===== config.mk =====
export PLATFORM = sky130hd
export DESIGN_NAME = bbc_adc_core
export DESIGN_NICKNAME = d
export VERILOG_FILES = /design/src/rtl/bbc_adc_core.sv
export SDC_FILE = /design/constraint.sdc
export NUM_CORES = 1
export LEC_CHECK = 0
export ABC_AREA = 0
export CORE_ASPECT_RATIO = 0.7
export CORE_MARGIN = 2
export CORE_UTILIZATION = 47
export CTS_CLUSTER_DIAMETER = 40
export DETAILED_ROUTE_END_ITERATION = 6
export PLACE_DENSITY_LB_ADDON = 0.15
export SYNTH_ARGS = -nofsm -noshare
export SYNTH_HDL_FRONTEND = slang
export SYNTH_SLANG_ARGS = --single-unit

===== constraint.sdc =====
create_clock -name CLK32M_I -period 2.6 [get_ports CLK32M_I]
set_clock_uncertainty 0.15 [all_clocks]
set_input_delay 0.52 -clock CLK32M_I [delete_from_list [all_inputs] [get_ports CLK32M_I]]
set_output_delay 0.52 -clock CLK32M_I [all_outputs]
set_load 0.02 [all_outputs]

===== src/rtl/bbc_adc_core.sv =====
// ============================================================================
// Module   : bbc_adc_core
// Purpose  : uPD7002-style 4-channel ADC for the BBC Micro SHEILA page
//            (&FEC0-&FEC3). Joystick axes arrive as 8-bit digital values;
//            conversion time is counted in CLKEN ticks and completion is
//            signalled on the active-low EOC_N line toward the system VIA.
// Revision : 1.0  initial release
// ----------------------------------------------------------------------------
// Ports
//   CLK32M_I      in   system clock, rising edge
//   reset_n       in   synchronous active-low reset
//   CLKEN         in   bus/timebase clock enable (one CLK32M_I cycle wide)
//   ENABLE        in   chip select (address already decoded)
//   R_nW          in   1 = read, 0 = write
//   A[1:0]        in   register select
//   DI[7:0]       in   CPU write data
//   DO[7:0]       out  CPU read data (combinational, 0x00 when not selected)
//   ch0..ch3[7:0] in   channel inputs, unsigned, quasi-static
//   EOC_N         out  end of conversion, active low, registered
// ----------------------------------------------------------------------------
// Build option
//   ADC_FAST_CONV_EN : when defined, every conversion takes 2 CLKEN ticks
//                      regardless of mode or CONV_TICKS_* parameters.
// ============================================================================
`default_nettype none

module bbc_adc_core #(
  parameter int CONV_TICKS_8  = 4000,
  parameter int CONV_TICKS_12 = 10000
) (
  input  logic       CLK32M_I,
  input  logic       reset_n,
  input  logic       CLKEN,
  input  logic       ENABLE,
  input  logic       R_nW,
  input  logic [1:0] A,
  input  logic [7:0] DI,
  output logic [7:0] DO,
  input  logic [7:0] ch0,
  input  logic [7:0] ch1,
  input  logic [7:0] ch2,
  input  logic [7:0] ch3,
  output logic       EOC_N
);

  localparam int CW = 14;

  // Counter load values: a conversion of N ticks loads N-1 and completes on
  // the tick that finds the counter at zero.
`ifdef ADC_FAST_CONV_EN
  localparam logic [CW-1:0] LOAD_8  = CW'(1);
  localparam logic [CW-1:0] LOAD_12 = CW'(1);
`else
  localparam logic [CW-1:0] LOAD_8  = CW'(CONV_TICKS_8 - 1);
  localparam logic [CW-1:0] LOAD_12 = CW'(CONV_TICKS_12 - 1);
`endif

  logic [3:0]    ctrl;
  logic [15:0]   result;
  logic          busy;
  logic          eoc;
  logic [CW-1:0] count;

  logic          start_wr;
  logic          data_rd;
  logic          done;
  logic [7:0]    sel_v;
  logic [15:0]   done_result;
  logic          eoc_next;

  assign start_wr = CLKEN & ENABLE & ~R_nW & (A == 2'd0);
  assign data_rd  = CLKEN & ENABLE &  R_nW & ((A == 2'd1) | (A == 2'd2));
  assign done     = CLKEN & busy & (count == '0);

  // Channel is sampled on the completing edge, not at start.
  always_comb begin
    sel_v = ch0;
    case (ctrl[1:0])
      2'd0:    sel_v = ch0;
      2'd1:    sel_v = ch1;
      2'd2:    sel_v = ch2;
      default: sel_v = ch3;
    endcase
  end

  // 12-bit mode replicates the upper nibble into bits 7:4 so the 8-bit
  // input spans the 12-bit range; 8-bit mode leaves the low byte clear.
  assign done_result = {sel_v, (ctrl[3] ? sel_v[7:4] : 4'h0), 4'h0};

  // Priority: a data read clears, a completion sets, a start write clears.
  // A completion on the same tick as a data read therefore stays visible.
  always_comb begin
    eoc_next = eoc;
    if (data_rd)  eoc_next = 1'b0;
    if (done)     eoc_next = 1'b1;
    if (start_wr) eoc_next = 1'b0;
  end

  always_ff @(posedge CLK32M_I) begin
    if (!reset_n) begin
      ctrl   <= 4'h0;
      result <= 16'h0000;
      busy   <= 1'b0;
      eoc    <= 1'b0;
      count  <= '0;
      EOC_N  <= 1'b1;
    end else begin
      eoc   <= eoc_next;
      EOC_N <= ~eoc_next;
      // Result still captures a completing conversion even if a start
      // write on the same tick restarts the converter.
      if (done) result <= done_result;
      if (start_wr) begin
        ctrl  <= DI[3:0];
        busy  <= 1'b1;
        count <= DI[3] ? LOAD_12 : LOAD_8;
      end else if (CLKEN && busy) begin
        if (count == '0) busy  <= 1'b0;
        else             count <= count - 1'b1;
      end
    end
  end

  // Status bit 7 is the conversion-complete flag, bit 6 is "not busy".
  always_comb begin
    DO = 8'h00;
    if (ENABLE) begin
      case (A)
        2'd0:    DO = {eoc, ~busy, result[15:14], ctrl[3], ctrl[2], ctrl[1:0]};
        2'd1:    DO = result[15:8];
        2'd2:    DO = result[7:0];
        default: DO = 8'h00;
      endcase
    end
  end

endmodule

`default_nettype wire


==> out/metrics.cfg <==
[floorplan]
core_um2=3870
die_y_um=57.0
die_w_um=79.7
pin_count=56
row_count=19
start_util=0.487
fp.dieArea_um2=4550

[synth]
synth_area_um2=1890
synth_ff_type=dfxtp_1
synth-edff-count=0
syn_nets=270
synth_area_leaders=dfxtp_1, mux4_2, a21oi_1
synth_warnings=0
synth_seq_cells=33
seq_area_frac_synth=0.350
synth-async-reset-ratio=0
avgSynthCellArea_um2=8.66
yosysTopAreaCell=dfxtp_1
ys_types=40
synth_top_area_frac=0.350
postSynthCellCount=218

[sta]
rsz0062_at_grt=false
layout_setup_ws_ps=229
max_freq_mhz=422
slew_headroom=0.625
period_share=0.912
tightest_slew_ps=555
finalHoldViolations=0
finalSetupTns_ps=0
whs_ps=320
setup_viol=0
fin_crit_ps=2370
report.final.slew_viol_count=0

[final_layout]
diodes=0
drive_gt1_frac=0.199
multi_input_area_um2=1140
utilization=0.677
nNetsFinal=332
finalNonFillerCells=333
area_delta_synth_final_pct=39.1
nFillCells=341
fin_area_um2=2620
regArea_um2=661

[critical_path]
r2r_cells=7
worstPathArrival_ps=2400
crit_path_cell_trace=inv_1 > ha_1 > or4b_2 > nor4_4 > buf_4 > nor2_1 > a311oi_1
end_kind=register
cp.depth=7
slowest_stage=or4b_2
cp_num_buf_inv=2
cp_max_fo=6
max_stage_delay_ps=690
startpoint_type=register
path_class=reg2reg
cp_top_family=simple AND/OR/NAND/NOR gates
critPathRequiredTime_ps=2630

[placed_design]
dp_slack_ps=-449
numPlacedInstances=325
place_area_um2=2560
io_buffers=51
gp_congestion=0.896
dp_hpwl_um=4000

[drt]
viasPerCell=6.07
wl_per_cell_um=15.9
routed_wl_um=5280
drt_iter0_drc=215
vias=2021
ant_nets=0
drtPass1Iterations=5
drc=0

[status]
status=finished clean

[power_and_ir_drop]
peakVddDrop_v=0.000225
power_mw=1.16
powerDensity_nw_per_um2=441
p_leak_nw=0.954

[clock_tree]
cts_made_buffers=5
cts_tree=yes
insertion_delay_ps=280
cts.reportedPaths.clkPinSlew_ps=60
cts_sinks=33
root_buffer=clkbuf_8
h-tree-depth=2
clock_path_buffers=2

[global_route]
grtUsageTotal=0.244
grt_pass1_wl_um=8690
first_global_vias=1876
grt_start_max_net_pins=17
antenna_found_initial=0
globalRouteOverflowTotal=0

[job]
maxCapViolations=0

[hold_path]
hold_path.class=reg2reg
hold_depth=2

layout make-up:
cell class | instances | share of cell area
Tap cell | 52 | 0.0248
Clock inverter | 1 | 0.00191
Sequential cell | 33 | 0.252
Multi-Input combinational cell | 163 | 0.436
Timing Repair Buffer | 70 | 0.239
Clock buffer | 7 | 0.0367
Inverter | 7 | 0.0100
routing by layer:
layer,vias to the layer above,track usage,part of all wire
met5,-,0,0
met4,0,0.0751,0.0080
met3,9,0.0506,0.081
met2,99,0.353,0.43
met1,945,0.368,0.48
li1,968,-,-
repair_timing:
item / in CTS / in global routing
setup buffers: 0 / 0
hold buffers: 0 / 0
cloned: 0 / 0
gates resized for setup: 35 / 1
endpoints found under the setup margin: 8 / 8
pin swaps: 0 / 0
synth_stat cells (5+ instances only):
cell      number
dfxtp_1       33
a21oi_1       21
o21ai_0       19
nand2_1       17
nor2_1        14
nand3_1       12
clkbuf_1      11
mux4_2         8
nor3_1         8
inv_1          7
nand4_1        6
or4_1          6
a31oi_1        5
ha_1           5
final timing paths:
kind	from	to	slack, ps
worst max register to register	count[1]	count[1]	230
worst max-delay path	count[1]	count[1]	230
worst min-delay path	ctrl[2]	ctrl[2]	320
worst min register to register	ctrl[2]	ctrl[2]	320
layout by cell type, fill, tap and decap left out, types with 2 or more instances in the layout:
| cell | netlist | final |
|---|---|---|
| clkdlybuf4s50_1 | 0 | 41 |
| dfxtp_1 | 33 | 33 |
| a21oi_1 | 21 | 21 |
| o21ai_0 | 19 | 19 |
| buf_4 | 0 | 18 |
| nand2_1 | 17 | 17 |
| nor2_1 | 14 | 14 |
| nand3_1 | 12 | 12 |
| mux4_2 | 8 | 8 |
| nor3_1 | 8 | 8 |
| buf_2 | 4 | 8 |
| inv_1 | 7 | 7 |
| clkbuf_8 | 0 | 7 |
| or4_1 | 6 | 6 |
| nand4_1 | 6 | 6 |
| a31oi_1 | 5 | 5 |
| a222oi_1 | 4 | 4 |
| a22oi_1 | 4 | 4 |
| or2_2 | 3 | 3 |
| or3_1 | 3 | 3 |
| nor4b_1 | 3 | 3 |
| a311oi_1 | 3 | 3 |
| o31ai_1 | 3 | 3 |
| ha_1 | 5 | 3 |
| nor4_1 | 2 | 2 |
| ha_2 | 0 | 2 |
state kept, by name, summed over array words and instances (netlist names):
| register | cells |
|---|---|
| count | 14 |
| result | 12 |
| ctrl | 4 |
| EOC_N | 1 |
| busy | 1 |
| eoc | 1 |
cell families after synthesis:
logic type / Yosys count / share of synthesized area
flip-flops: 33 / 0.350
buffers and inverters: 22 / 0.0464
AO/OA/AOI/OAI: 66 / 0.223
multiplexers: 8 / 0.0955
adder cells (fa/ha/maj): 5 / 0.0332
AND/OR/NAND/NOR: 84 / 0.252
where the power goes:
part | internal [mW] | switching, mW
logic | 0.114 | 0.103
clock network | 0.239 | 0.181
registers | 0.513 | 0.00716
total | 0.865 | 0.292
tightest hold or removal path, delay by kind of cell, from the launching register on:
family | cells | cell delay (ps)
AND/OR/NAND/NOR | 1 | 50
flip-flops | 1 | 320
AO/OA/AOI/OAI | 1 | 50
No activity file was read; power rests on OpenSTA's default activity.
